--- config.mk ---
export PLATFORM = sky130hd
export DESIGN_NAME = fdiv_issue_ctrl_flat
export DESIGN_NICKNAME = d
export VERILOG_FILES = /design/src/rtl/fdiv_issue_ctrl_if.sv /design/src/rtl/fdiv_issue_ctrl.sv /design/src/flat_wrapper.sv
export SDC_FILE = /design/constraint.sdc
export NUM_CORES = 1
export LEC_CHECK = 0
export ABC_AREA = 0
export CORE_ASPECT_RATIO = 1.1
export CORE_UTILIZATION = 46
export CTS_CLUSTER_DIAMETER = 40
export DETAILED_ROUTE_END_ITERATION = 6
export PLACE_DENSITY = 0.85
export REMOVE_ABC_BUFFERS = 1
export SYNTH_ARGS = -nofsm -noshare
export SYNTH_HDL_FRONTEND = slang
export SYNTH_SLANG_ARGS = --single-unit
--- constraint.sdc ---
create_clock -name clk -period 12.5 [get_ports clk]
set_input_delay 2.5 -clock clk [delete_from_list [all_inputs] [get_ports clk]]
set_output_delay 2.5 -clock clk [all_outputs]
set_load 0.02 [all_outputs]
--- src/rtl/fdiv_issue_ctrl_if.sv ---
// Handshake and divider-side bus for the divider issue controller.
// slave is the controller's view; master is the operand source, divider and result consumer.
interface fdiv_issue_ctrl_if;
  logic        in_valid;
  logic        in_ready;
  logic [31:0] in_a;
  logic [31:0] in_b;
  logic [31:0] div_DD;
  logic [31:0] div_DS;
  logic        div_control;
  logic [31:0] div_out;
  logic        div_exception;
  logic        div_zeroDiv;
  logic        out_valid;
  logic        out_ready;
  logic [31:0] out_result;
  logic        out_exception;
  logic        out_zeroDiv;
  logic        busy;
  logic [15:0] op_count;
  logic [7:0]  zdiv_count;

  modport slave (
    input  in_valid, in_a, in_b, div_out, div_exception, div_zeroDiv, out_ready,
    output in_ready, div_DD, div_DS, div_control, out_valid, out_result,
           out_exception, out_zeroDiv, busy, op_count, zdiv_count
  );

  modport master (
    output in_valid, in_a, in_b, div_out, div_exception, div_zeroDiv, out_ready,
    input  in_ready, div_DD, div_DS, div_control, out_valid, out_result,
           out_exception, out_zeroDiv, busy, op_count, zdiv_count
  );
endinterface

--- src/rtl/fdiv_issue_ctrl.sv ---
// Issue sequencer for the 32-bit FP divider: latch operands, pulse start, wait a
// fixed settle time, then capture the divider outputs into a held result register.
//
// state | meaning
// IDLE  | ready for an operand pair; div_DD/div_DS hold the last operands
// PULSE | div_control high for CTRL_WIDTH cycles
// WAIT  | div_control low, LATENCY-cycle settle countdown
// CAPT  | sample divider outputs once the result register is free
module fdiv_issue_ctrl #(
  parameter int LATENCY    = 100,
  parameter int CTRL_WIDTH = 1
) (
  input logic             clk,
  input logic             reset,
  fdiv_issue_ctrl_if.slave io
);

  localparam int MAXC  = (LATENCY > CTRL_WIDTH) ? LATENCY : CTRL_WIDTH;
  localparam int CNT_W = (MAXC > 1) ? $clog2(MAXC) : 1;
  localparam logic [CNT_W-1:0] PULSE_LOAD = CNT_W'(CTRL_WIDTH - 1);
  localparam logic [CNT_W-1:0] WAIT_LOAD  = CNT_W'(LATENCY - 1);

  typedef enum logic [1:0] {IDLE, PULSE, WAIT, CAPT} state_t;

  state_t           state, state_n;
  logic [CNT_W-1:0] cnt, cnt_n;
  logic             in_ready;
  logic             accept;
  logic             load;

  logic [31:0] div_dd_q, div_ds_q;
  logic        div_control_q;
  logic        busy_q;
  logic        out_valid_q;
  logic [31:0] out_result_q;
  logic        out_exception_q;
  logic        out_zerodiv_q;
  logic [15:0] op_count_q;
  logic [7:0]  zdiv_count_q;

  assign in_ready = (state == IDLE) && !reset;

  always_comb begin
    state_n = state;
    cnt_n   = cnt;
    accept  = 1'b0;
    load    = 1'b0;
    case (state)
      IDLE: begin
        if (io.in_valid && in_ready) begin
          accept  = 1'b1;
          cnt_n   = PULSE_LOAD;
          state_n = PULSE;
        end
      end
      PULSE: begin
        if (cnt == '0) begin
          cnt_n   = WAIT_LOAD;
          state_n = WAIT;
        end else begin
          cnt_n = cnt - CNT_W'(1);
        end
      end
      WAIT: begin
        if (cnt == '0) begin
          state_n = CAPT;
        end else begin
          cnt_n = cnt - CNT_W'(1);
        end
      end
      CAPT: begin
        // a result still waiting for its consumer blocks the capture
        if (!out_valid_q || io.out_ready) begin
          load    = 1'b1;
          state_n = IDLE;
        end
      end
      default: state_n = IDLE;
    endcase
  end

  always_ff @(posedge clk or posedge reset) begin
    if (reset) begin
      state <= IDLE;
      cnt   <= '0;
    end else begin
      state <= state_n;
      cnt   <= cnt_n;
    end
  end

  always_ff @(posedge clk or posedge reset) begin
    if (reset) begin
      div_dd_q        <= '0;
      div_ds_q        <= '0;
      div_control_q   <= 1'b0;
      busy_q          <= 1'b0;
      out_valid_q     <= 1'b0;
      out_result_q    <= '0;
      out_exception_q <= 1'b0;
      out_zerodiv_q   <= 1'b0;
      op_count_q      <= '0;
      zdiv_count_q    <= '0;
    end else begin
      div_control_q <= (state_n == PULSE);
      busy_q        <= (state_n != IDLE);
      if (accept) begin
        div_dd_q <= io.in_a;
        div_ds_q <= io.in_b;
      end
      if (load) begin
        out_valid_q     <= 1'b1;
        out_result_q    <= io.div_out;
        out_exception_q <= io.div_exception;
        out_zerodiv_q   <= io.div_zeroDiv;
        op_count_q      <= op_count_q + 16'd1;
        if (io.div_zeroDiv && (zdiv_count_q != 8'hFF)) begin
          zdiv_count_q <= zdiv_count_q + 8'd1;
        end
      end else if (out_valid_q && io.out_ready) begin
        out_valid_q <= 1'b0;
      end
    end
  end

  assign io.in_ready      = in_ready;
  assign io.div_DD        = div_dd_q;
  assign io.div_DS        = div_ds_q;
  assign io.div_control   = div_control_q;
  assign io.busy          = busy_q;
  assign io.out_valid     = out_valid_q;
  assign io.out_result    = out_result_q;
  assign io.out_exception = out_exception_q;
  assign io.out_zeroDiv   = out_zerodiv_q;
  assign io.op_count      = op_count_q;
  assign io.zdiv_count    = zdiv_count_q;

endmodule

--- src/flat_wrapper.sv ---
// flat-port wrapper written by rule: the top's interface ports become plain ports
module fdiv_issue_ctrl_flat 
#(
  parameter int LATENCY    = 100,
  parameter int CTRL_WIDTH = 1
)
  (clk, reset, io_in_valid, io_in_a, io_in_b, io_div_out, io_div_exception, io_div_zeroDiv, io_out_ready, io_in_ready, io_div_DD, io_div_DS, io_div_control, io_out_valid, io_out_result, io_out_exception, io_out_zeroDiv, io_busy, io_op_count, io_zdiv_count);
  fdiv_issue_ctrl_if io_i ();
  input logic clk;
  input logic reset;
  input wire logic [$bits(io_i.in_valid)-1:0] io_in_valid;
  input wire logic [$bits(io_i.in_a)-1:0] io_in_a;
  input wire logic [$bits(io_i.in_b)-1:0] io_in_b;
  input wire logic [$bits(io_i.div_out)-1:0] io_div_out;
  input wire logic [$bits(io_i.div_exception)-1:0] io_div_exception;
  input wire logic [$bits(io_i.div_zeroDiv)-1:0] io_div_zeroDiv;
  input wire logic [$bits(io_i.out_ready)-1:0] io_out_ready;
  output wire logic [$bits(io_i.in_ready)-1:0] io_in_ready;
  output wire logic [$bits(io_i.div_DD)-1:0] io_div_DD;
  output wire logic [$bits(io_i.div_DS)-1:0] io_div_DS;
  output wire logic [$bits(io_i.div_control)-1:0] io_div_control;
  output wire logic [$bits(io_i.out_valid)-1:0] io_out_valid;
  output wire logic [$bits(io_i.out_result)-1:0] io_out_result;
  output wire logic [$bits(io_i.out_exception)-1:0] io_out_exception;
  output wire logic [$bits(io_i.out_zeroDiv)-1:0] io_out_zeroDiv;
  output wire logic [$bits(io_i.busy)-1:0] io_busy;
  output wire logic [$bits(io_i.op_count)-1:0] io_op_count;
  output wire logic [$bits(io_i.zdiv_count)-1:0] io_zdiv_count;
  assign io_i.in_valid = io_in_valid;
  assign io_i.in_a = io_in_a;
  assign io_i.in_b = io_in_b;
  assign io_i.div_out = io_div_out;
  assign io_i.div_exception = io_div_exception;
  assign io_i.div_zeroDiv = io_div_zeroDiv;
  assign io_i.out_ready = io_out_ready;
  assign io_in_ready = io_i.in_ready;
  assign io_div_DD = io_i.div_DD;
  assign io_div_DS = io_i.div_DS;
  assign io_div_control = io_i.div_control;
  assign io_out_valid = io_i.out_valid;
  assign io_out_result = io_i.out_result;
  assign io_out_exception = io_i.out_exception;
  assign io_out_zeroDiv = io_i.out_zeroDiv;
  assign io_busy = io_i.busy;
  assign io_op_count = io_i.op_count;
  assign io_zdiv_count = io_i.zdiv_count;
  fdiv_issue_ctrl #(.LATENCY(LATENCY), .CTRL_WIDTH(CTRL_WIDTH)) u_core (.clk(clk), .reset(reset), .io(io_i));
endmodule
# After elaboration in Yosys (flattened, before gate mapping)
# Index checks and enable logic that the tools add are counted.
# classes
reduce_logical,14
eq_ne,7
mux,15
addsub,3
# ops
operator,count
$mux 7,3
$pmux 7 s3,1
$add 16x1->16 const B,1
$add 8x1->8 const B,1
$mux 2,4
$ne 8x8->1 const B,1
$pmux 2 s4,1
$logic_not 7->1,1
$sub 7x1->7 const B,1
$mux 1,6
$eq 2x1->1 const B,2
$eq 2x2->1 const B,2
$logic_and 1x1->1,4
$ne 2x2->1 const B,2
$reduce_bool 2->1,2
$reduce_and 3->1,1
$reduce_bool 3->1,1
$logic_not 1->1,2
$logic_not 2->1,1
$reduce_and 2->1,1
$logic_or 1x1->1,1
# word_totals
input_bits,102
ff_bits,134
output_inout_bits,126
wordCells,51

# Longest topological paths before layout
# depth
word_depth,6
ltp_mapped,7
ltp_nobuf,6

# Worst setup path after synthesis
# OpenSTA, ideal clock, no wires.
# synth_timing
kind,input -> output
from,input port reset
to,output port io_in_ready
setup_slack_ns,7.196
n_path_buf,0
stages,1
arrival_time_ns,2.804
t_required_ns,10.000
path_cell_list,nor2b_1
# synth_via
elab_chain_len,2
# synth_rtl
item,line_no,rtl
"start, declared",flat_wrapper.sv:10,input logic reset;
$logic_not 1->1,fdiv_issue_ctrl.sv:41,assign in_ready = (state == IDLE) && !reset;
$logic_and 1x1->1,fdiv_issue_ctrl.sv:41,
"end, declared",flat_wrapper.sv:18,output wire logic [$bits(io_i.in_ready)-1:0] io_in_ready;
# No other way between the ends.

# Final worst setup path
# Same ends and word-level chain as after synthesis.

==> flow_summary_export.csv <==
group,metric,value,unit
sta,max-slew-margin-rel,38.6,%
flow_run,maxCapViolations,0,
sta,rsz0062_at_grt,"false",
yosys,syn_area,0.00552,sq mm
yosys,synthFlopType,"dfrtp_1",
placement,port_buffers,227,
detailed_routing,initialDrtViolationCount,128,
die,fp.dieW,106,um
clock_tree,clkTransAtPathRegs,0.06,ns
placement,routabilityCongestion,0.834,
final_layout,post-route-util,74.0,%
yosys,synth-seq-cells,134,
die,num_rows,41,
yosys,ys_types,49,
clock_tree,cts_hold_buf,0,
final_layout,syn_to_final_growth,55.3,%
status,status,"completed",
setup_path,worst_setup_path_end_kind,"output pin",
worst_hold_path,hold_end,"u_core.io.op_count[15]$_DFFE_PP0P_",
detailed_routing,vias_per_cell,5.04,
global_route,grt_max_degree,76,
final_layout,fillers,807,
clock_tree,clockBufferDepth,2,
final_layout,layout.nets,804,
setup_path,path_class,"in2out",
sta,report.final.slew_viol_count,0,
setup_path,crit_family,"buffers and inverters",
detailed_routing,totalWireLength,14200,um
placement,place_area,0.00795,sq mm
final_layout,regArea,0.00335,sq mm
yosys,netlist_top_cells_area,"dfrtp_1, mux2_2, nand2_1, ha_1, xor2_1",
yosys,synthArstFlopShare,100,%
clock_tree,cts-root-buf,"clkbuf_16",
global_route,grt_pass1_vias,4339,
clock_tree,cts_sinks,134,
worst_hold_path,hold_path_depth,1,
detailed_routing,ant_nets,0,
pwr,cellPowerDensity,117,mW/mm^2
sta,fmax,0.160,GHz
setup_path,slowest_delay,0.61,ns
detailed_routing,num_vias,4300,
sta,fin_crit_sh,50.1,%
final_layout,diodes,0,
setup_path,cp.required,10.00,ns
pwr,vdd_ir_drop_max,0.0747,mV
setup_path,start_kind,"input port",
sta,tns,0,ns
yosys,avgSynthCellArea,12.0,sq um
clock_tree,cts_tree,"built",
yosys,syn_inst,459,
final_layout,fin_area,0.00858,sq mm
setup_path,rrSetupSlack,10.10,ns
sta,finalHoldViolCount,0,
yosys,ys_seq_area_share,60.7,%
final_layout,drive_above_1_share,15.5,%
die,die_y,117,um
global_route,antenna_found_initial,0,
clock_tree,h-tree-depth,4,
worst_hold_path,min_from,"u_core.io.op_count[15]$_DFFE_PP0P_",
die,core,0.0116,sq mm
global_route,grt_overflow,0,
setup_path,path_cells,"clkdlybuf4s50_1 > nor2b_1 > clkdlybuf4s50_1",
setup_path,worst-path-buf-inv,2,
sta,setup_viol,0,
die,io_pins,228,
detailed_routing,drcViolationCount,0,
setup_path,r2r_end,"u_core.io.div_control$_DFF_PP0_",
setup_path,regToRegStartpoint,"u_core.state[0]$_DFF_PP0_",
yosys,yosysTopAreaCell,"dfrtp_1",
detailed_routing,wire_per_inst,16.6,um
clock_tree,post_cts_buffers,0,
global_route,grt_pass1_wl,22200,um
setup_path,cp_common_cell,"clkdlybuf4s50_1",
global_route,grt.total_usage,23.2,%
yosys,synth_edf_count,0,
sta,post-route-min-period,6.27,ns
setup_path,crit_arrival,3.77,ns
clock_tree,cts_buffers,17,
setup_path,critPathMaxFanout,4,
worst_hold_path,hp-class,"reg2reg",
sta,tightest_slew,0.920,ns
placement,hpwlAfterDp,10100,um
clock_tree,cts_resized,0,
setup_path,slowest_stage,"clkdlybuf4s50_1",
sta,clock_skew,0.00666,ns
die,initial_core_util,47.6,%
pwr,p_leak,0.00417,uW
yosys,netlist.area_leader.share,60.7,%
yosys,ys_warn_count,0,
die,die-area,0.0124,sq mm
setup_path,rr_worst_depth,7,
detailed_routing,first_pass_iters,4,
clock_tree,clock_latency,0.41,ns
final_layout,multi_input_area,0.00207,sq mm
-- metrics by stage --
stage | power, uW | worst slack (ns) | instances | hold WS (ns)
after floorplan | 449 | 6.42 | 443 | 0.479
after global placement | 483 | 6.23 | 824 | 0.457
after detailed placement | 483 | 6.24 | 824 | 0.460
after CTS | 1010 | 6.23 | 854 | 0.470
after global routing | 1030 | 6.19 | 854 | 0.487
final | 1000 | 6.23 | 854 | 0.465
-- cells by family (layout without fill, tap and decap cells) --
logic type,Yosys count,in the layout,share of synthesized area (%)
multiplexers,65,65,13.3
flip-flops,134,134,60.7
AO/OA/AOI/OAI,26,26,3.74
adder cells (fa/ha/maj),9,9,2.04
buffers and inverters,25,270,1.86
XOR/XNOR,22,22,3.49
AND/OR/NAND/NOR,178,178,14.9
-- cell type report --
type	instances	area share [%]
Clock inverter	11	2.04
Tap cell	150	2.19
Sequential cell	134	39.1
Timing Repair Buffer	231	26.8
Inverter	9	0.452
Multi-Input combinational cell	300	24.1
Clock buffer	19	5.28
-- cells in the mapped netlist (2+ instances only) --
| cell | n |
|---|---|
| buf_2 | 7 |
| nand2b_1 | 4 |
| xor2_1 | 12 |
| nand4_1 | 5 |
| or4_1 | 3 |
| nor2b_1 | 3 |
| nor3_1 | 5 |
| inv_1 | 9 |
| nand2_1 | 118 |
| o21ai_0 | 2 |
| nor4_1 | 2 |
| o211ai_1 | 2 |
| ha_1 | 9 |
| buf_1 | 6 |
| xnor2_1 | 10 |
| nor2_1 | 10 |
| and4_1 | 3 |
| mux2_2 | 65 |
| a21o_1 | 2 |
| a32o_1 | 2 |
| a21oi_1 | 5 |
| dfrtp_1 | 134 |
| o31ai_1 | 2 |
| clkbuf_1 | 3 |
| nand3_1 | 12 |
-- layer usage --
| metal | global-route usage, % | part of all wire, % |
|---|---|---|
| met1 | 26.4 | 39 |
| met4 | 7.85 | 1.3 |
| met2 | 41.6 | 52 |
| met5 | 0 | 0 |
| met3 | 7.48 | 7.6 |
-- registers in the layout (all words and copies together), names as in the netlist, 2 cells and up --
signal / cells
u_core.cnt: 7
u_core.io.op_count: 16
u_core.io.div_DD: 32
u_core.state: 2
u_core.io.out_result: 32
u_core.io.div_DS: 32
u_core.io.zdiv_count: 8
-- how the worst max path moves through the flow --
stage / from / to / slack (ns) / cells past startpoint
after detailed placement: reset / io_in_ready / 6.24 / 3
final: reset / io_in_ready / 6.23 / 3
after floorplan: reset / u_core.cnt[0]$_DFFE_PP0P_ / 6.42 / 1
after global routing: reset / io_in_ready / 6.19 / 3
after CTS: reset / io_in_ready / 6.23 / 3
after global placement: reset / io_in_ready / 6.23 / 3
-- cells in the final DEF, fill, tap and decap left out, drive strengths merged, types with 2 or more instances in the layout --
master,netlist,routed
o21ai,2,2
a21o,2,2
bufinv,0,4
and3,2,2
clkbuf,3,19
o211ai,2,2
xor2,12,12
dfrtp,134,134
nand4,5,5
ha,9,9
nor3,5,5
a21oi,5,5
and4,3,3
nand2b,4,4
mux2,65,65
nor2,10,10
clkinv,0,4
nor4,3,3
buf,13,4
clkinvlp,0,2
inv,9,10
o31ai,2,2
o31a,2,2
a32o,2,2
xnor2,10,10
nor2b,3,3
nand2,118,118
nand3,13,13
clkdlybuf4s50,0,227
or4,3,3
-- where the power goes --
part	internal [uW]	total [uW]	switching, uW
clock	343	527	184
sequential	434	434	0.0000000000000134
combinational	28.1	41.2	13.2
total	805	1000	197
No activity file was read; power rests on OpenSTA's default activity.
